==> src/rtl/ssd_display_arbiter.sv <==
// rtl/ssd_display_arbiter.sv - round-robin owner arbitration of the 4-digit seven-segment display
// Optional alert blink on requester N_REQ-1 when SSD_ARB_BLINK_EN is defined.
module ssd_display_arbiter #(
  parameter int N_REQ        = 3,
  parameter int HOLD_CYCLES  = 100_000_000,
  parameter int CNT_W        = 27,
  parameter int BLINK_CYCLES = 25_000_000
) (
  input  logic                 i_clk,
  input  logic                 i_rst_n,
  input  logic [N_REQ-1:0]     i_req,
  input  logic [16*N_REQ-1:0]  i_data,
  output logic [N_REQ-1:0]     o_gnt,
  output logic [3:0]           o_d0,
  output logic [3:0]           o_d1,
  output logic [3:0]           o_d2,
  output logic [3:0]           o_d3,
  output logic                 o_blank,
  output logic                 o_busy
);

  localparam int IDX_W = (N_REQ > 1) ? $clog2(N_REQ) : 1;
  localparam logic [CNT_W-1:0] HOLD_LAST = CNT_W'(HOLD_CYCLES - 1);
  localparam logic [IDX_W-1:0] LAST_IDX  = IDX_W'(N_REQ - 1);

  typedef enum logic {IDLE, OWN} state_t;

  state_t            state, next_state;
  logic [IDX_W-1:0]  owner, next_owner;
  logic [IDX_W-1:0]  ptr, next_ptr;
  logic [CNT_W-1:0]  cnt, next_cnt;
  logic [N_REQ-1:0]  owner_mask;
  logic [N_REQ-1:0]  others;
  logic              take_grant;
  logic [15:0]       digits;

  // First set bit of mask at or after start, wrapping around.
  function automatic logic [IDX_W-1:0] rr_pick(input logic [N_REQ-1:0] mask,
                                               input logic [IDX_W-1:0] start);
    logic [IDX_W-1:0] pick;
    logic             found;
    int               k;
    pick  = '0;
    found = 1'b0;
    for (int i = 0; i < N_REQ; i++) begin
      k = int'(start) + i;
      if (k >= N_REQ) k = k - N_REQ;
      if (!found && mask[k]) begin
        pick  = IDX_W'(k);
        found = 1'b1;
      end
    end
    return pick;
  endfunction

  function automatic logic [IDX_W-1:0] wrap_inc(input logic [IDX_W-1:0] idx);
    return (idx == LAST_IDX) ? '0 : idx + IDX_W'(1);
  endfunction

  assign owner_mask = N_REQ'(1) << owner;
  assign others     = i_req & ~owner_mask;

  always_ff @(posedge i_clk) begin
    if (!i_rst_n) begin
      state <= IDLE;
      owner <= '0;
      ptr   <= '0;
      cnt   <= '0;
    end else begin
      state <= next_state;
      owner <= next_owner;
      ptr   <= next_ptr;
      cnt   <= next_cnt;
    end
  end

  // ptr always equals owner+1 while owning, so it doubles as the "after owner" start.
  always_comb begin
    next_state = state;
    next_owner = owner;
    next_ptr   = ptr;
    next_cnt   = cnt;
    take_grant = 1'b0;
    case (state)
      IDLE: begin
        if (|i_req) begin
          next_state = OWN;
          next_owner = rr_pick(i_req, ptr);
          take_grant = 1'b1;
        end
      end
      OWN: begin
        if (!i_req[owner]) begin
          next_cnt = '0;
          if (|i_req) begin
            next_owner = rr_pick(i_req, ptr);
            take_grant = 1'b1;
          end else begin
            next_state = IDLE;
          end
        end else if (cnt == HOLD_LAST) begin
          next_cnt = '0;
          if (|others) begin
            next_owner = rr_pick(others, ptr);
            take_grant = 1'b1;
          end
        end else begin
          next_cnt = cnt + CNT_W'(1);
        end
      end
      default: next_state = IDLE;
    endcase
    if (take_grant) begin
      next_cnt = '0;
      next_ptr = wrap_inc(next_owner);
    end
  end

  // Digits follow whoever owns after this edge; they hold while idle.
  always_ff @(posedge i_clk) begin
    if (!i_rst_n) begin
      digits <= '0;
    end else if (next_state == OWN) begin
      digits <= i_data[{next_owner, 4'b0000} +: 16];
    end
  end

  assign o_d0 = digits[3:0];
  assign o_d1 = digits[7:4];
  assign o_d2 = digits[11:8];
  assign o_d3 = digits[15:12];

`ifdef SSD_ARB_BLINK_EN
  localparam logic [CNT_W-1:0] BLINK_LAST = CNT_W'(BLINK_CYCLES - 1);

  logic [CNT_W-1:0] bcnt;
  logic             dark;
  logic             alert_next;

  assign alert_next = (next_state == OWN) && (next_owner == LAST_IDX);

  always_ff @(posedge i_clk) begin
    if (!i_rst_n || !alert_next || take_grant) begin
      bcnt <= '0;
      dark <= 1'b0;
    end else if (bcnt == BLINK_LAST) begin
      bcnt <= '0;
      dark <= ~dark;
    end else begin
      bcnt <= bcnt + CNT_W'(1);
    end
  end

  always_comb begin
    o_busy  = (state == OWN);
    o_gnt   = o_busy ? owner_mask : '0;
    o_blank = ~o_busy | dark;
  end
`else
  always_comb begin
    o_busy  = (state == OWN);
    o_gnt   = o_busy ? owner_mask : '0;
    o_blank = ~o_busy;
  end
`endif

endmodule
==> config.mk <==
export PLATFORM = sky130hd
export DESIGN_NAME = ssd_display_arbiter
export DESIGN_NICKNAME = d
export VERILOG_FILES = /design/src/rtl/ssd_display_arbiter.sv
export SDC_FILE = /design/constraint.sdc
export NUM_CORES = 1
export LEC_CHECK = 0
export CAP_MARGIN = 30
export CORE_ASPECT_RATIO = 2
export CORE_MARGIN = 5
export CORE_UTILIZATION = 54
export DETAILED_ROUTE_END_ITERATION = 10
export PLACE_DENSITY = 0.86
export SLEW_MARGIN = 0
export SYNTH_ARGS = -nofsm -noshare
export SYNTH_HDL_FRONTEND = slang
export SYNTH_SLANG_ARGS = --single-unit
==> constraint.sdc <==
create_clock -name i_clk -period 4.7 [get_ports i_clk]
set_clock_uncertainty 0.15 [all_clocks]
set_input_delay 0.94 -clock i_clk [delete_from_list [all_inputs] [get_ports i_clk]]
set_output_delay 0.94 -clock i_clk [all_outputs]
set_load 0.02 [all_outputs]
==> key figures <==
Run status
  – Run status: finished, final reports clean

Drt
  – Number of DRC markers in iteration 0: ~250
  – DRC: 0
  – Wirelength per Cell: between 15 and 20 um
  – Routed vias: roughly 3300
  – Drt pass-1 iters: 4
  – Routed WL: 8.592 mm
  – Final ANT Viol Nets: 0
  – Vias/cell: roughly 6.3

Floorplanning
  – Site Rows: 39
  – Initial Util: a little over half
  – Die Ht: 117.0 um
  – Die width: about 63 um
  – Core area: 5660 sq um
  – Io pins: 74
  – Die area: around 7400 sq um

Yosys
  – Syn Nets: 449
  – Cell area after synthesis: slightly above 3000 sq um
  – FF+latch count, synth: 48
  – Mapped Cells: ~390
  – Unique masters post-synth: 61
  – Yosys warnings: 0
  – Main synth FF type: dfxtp_1
  – Post-synth EDFFs: 0
  – Sequential area share after synthesis: a little under a third
  – Synthesized area per cell: a little under 8 sq um
  – Async SR Flop Fraction: 0%

Clocking
  – Post-CTS setup buffer count: 0
  – Clock Path Buffers: 2
  – Clk root buf: clkbuf_16
  – CTS clk-pin slew, worst paths: approximately 0.070 ns
  – Clock insertion delay at the later pin of the skew report: 0.29 ns
  – Post-cts hold buffer count: 0
  – CTS tree: yes
  – Post-CTS resize count: 0
  – TritonCTS buffer count: 5
  – Max H-tree Level: 2
  – Clock Sinks: 48

GRT
  – Largest net degree at the start of global routing: 36
  – Initial antenna violation count: 0
  – First-pass GRT wire length: roughly 14 mm
  – Vias in the first global route: about 3200
  – GRT Residual Overflow: 0
  – Total GRT Usage: between 20% and 30%

Critical path
  – CP Cell Sequence: clkdlybuf4s50_1 -> or4b_1 -> o311ai_2 -> nor4_4 -> o21ba_2 -> a21o_1 -> nor3b_4 -> a22oi_1 -> a31oi_1
  – Delay-heaviest family, CP: simple AND/OR/NAND/NOR gates
  – Critical path arrival: around 4 ns
  – Flop2flop setup slack: about 1.5 ns
  – CP endpoint kind: register
  – CP required: approximately 4.8 ns
  – Crit-path max cell delay: roughly 0.8 ns
  – CP Buf/Inv Count: 1
  – Kind of critical path: in2reg
  – Slowest-stage cell, CP: clkdlybuf4s50_1
  – Crit-path max FO: 16
  – Worst Setup Start Kind: input port

Run
  – Max_cap viols: 0

STA
  – Fmax: 261.1 MHz
  – RSZ-0062 raised after global routing: no
  – Worst-Margin Slew: 0.8829 ns
  – Rel. slew slack: 41.08%
  – Final setup viols: 0
  – Endpoints failing hold: 0
  – Sum Neg Setup Slack: 0 ns
  – Final min period: 3.830 ns
  – Max-slew violations: 0
  – Period utilisation layout: between 80% and 90%

Power
  – Power Density: roughly 370 nW/um^2
  – VDD IR-drop max: between 0.0003 and 0.0004 V
  – Lkg Pwr: roughly 1.3 nW

Placement
  – Post-DP Area: roughly 3800 sq um
  – GP Congestion: between 0.9 and 1
  – IO Port Bufs: 73
  – DP HPWL: roughly 6.3 mm
  – Inst Count DP: approximately 500

Final layout
  – Finished Layout Cells: between 500 and 600
  – Nets: slightly above 500
  – Share of cells above drive strength 1: between 9 and 10%
  – Ant. Diodes: 0
  – Final Instance Area: just under 4000 sq um
  – Synth-to-Final Area Change: 28.14%

Worst hold path
  – Hold Path Class: reg2reg
## final timing paths
| path | startpoint | endpoint | cells past startpoint |
|---|---|---|---|
| worst min register to register | cnt[16]$_SDFFE_PP0P_ | cnt[16]$_SDFFE_PP0P_ | 2 |
| worst min-delay path | cnt[16]$_SDFFE_PP0P_ | cnt[16]$_SDFFE_PP0P_ | 2 |
| worst max-delay path | i_req[1] | digits[13]$_SDFFE_PN0P_ | 9 |
| worst max register to register | cnt[8]$_SDFFE_PP0P_ | digits[13]$_SDFFE_PN0P_ | 8 |
## final cells by class
class / count / area (sq um)
Clock inverter: 2 / 13.76
Clock buffer: 6 / 138.9
Sequential cell: 48 / 960.9
Multi-Input combinational cell: 307 / 1946
Fill cell: 468 / 1700
Inverter: 7 / 26.28
Tap cell: 61 / 76.32
Timing Repair Buffer: 82 / 798.3
## registers in the layout (all words and copies together), names as in the netlist
register,flops
o_busy,1
ptr,2
digits,16
cnt,27
owner,2
## report_power, final
part,switching (mW),internal (mW)
Clock,0.162,0.213
Sequential,0.0361,0.453
Combinational,0.342,0.268
## cells in the mapped netlist, types with 2 or more instances
master / count / area share (%)
dfxtp_1: 48 / 31
nor2_1: 41 / 5.0
nand3_1: 34 / 5.5
nand2_1: 26 / 3.2
a21oi_1: 25 / 4.0
o21ai_0: 22 / 3.6
a31oi_1: 19 / 3.8
clkbuf_1: 17 / 2.1
o211ai_1: 16 / 3.9
nor3_1: 11 / 1.8
a22oi_1: 10 / 2.4
a22oi_2: 10 / 4.0
buf_2: 7 / 1.1
a311oi_1: 6 / 1.7
and3_1: 6 / 1.2
inv_1: 6 / 0.73
nand2b_1: 6 / 1.2
or3_1: 6 / 1.2
buf_6: 5 / 1.8
nand3b_1: 5 / 1.2
nor3b_1: 5 / 1.2
and2_1: 4 / 0.81
ha_1: 4 / 1.6
a21o_1: 3 / 0.73
mux2i_1: 3 / 0.97
nor2b_1: 3 / 0.61
nor4_1: 3 / 0.61
a21bo_2: 2 / 0.65
and4_1: 2 / 0.57
nand4_1: 2 / 0.40
o22ai_1: 2 / 0.40
or2_2: 2 / 0.40
or4_1: 2 / 0.49
or4b_1: 2 / 0.65
## layer usage
layer / track usage (%) / part of all wire (%)
met1: 21.57 / 34
met2: 45.59 / 56
met3: 5.540 / 5.8
met4: 11.79 / 3.7
met5: 0 / 0
## cell families after synthesis
group                    Yosys count  share of synthesized area (%)
AO/OA/AOI/OAI                    132                          30.28
adder cells (fa/ha/maj)            4                          1.619
buffers and inverters             37                          6.113
flip-flops                        48                          31.09
multiplexers                       5                          2.186
AND/OR/NAND/NOR                  166                          28.70
## tightest hold or removal path: stages, from the launching register on
cell and delay (ns):
dfxtp_1 0.33, nand2_1 0.06, a21oi_1 0.05
## per-stage QoR
step	hold WS [ns]	setup WS (ns)	total power, mW	utilization [%]
floorplan	0.2981	1.543	0.9129	-
CTS	0.3272	0.8803	1.476	69.96
detailed placement	0.3186	0.6077	1.103	67.26
global placement	0.3100	0.7053	1.091	67.26
finish	0.3265	0.8702	1.474	69.96
global route	0.3537	0.6016	1.545	69.96
## layout by cell type (no fill, tap or decap), drive strengths merged, types with 3 or more instances in the layout
cell / count
a21o: 3
a21oi: 25
a22oi: 20
a311oi: 6
a31oi: 19
and2: 4
and3: 6
buf: 9
clkbuf: 6
clkdlybuf4s50: 73
dfxtp: 48
ha: 4
inv: 7
mux2i: 4
nand2: 26
nand2b: 6
nand3: 34
nand3b: 5
nor2: 42
nor2b: 3
nor3: 11
nor3b: 6
nor4: 5
o211ai: 16
o21ai: 23
or3: 6
No activity file was read; power rests on OpenSTA's default activity.
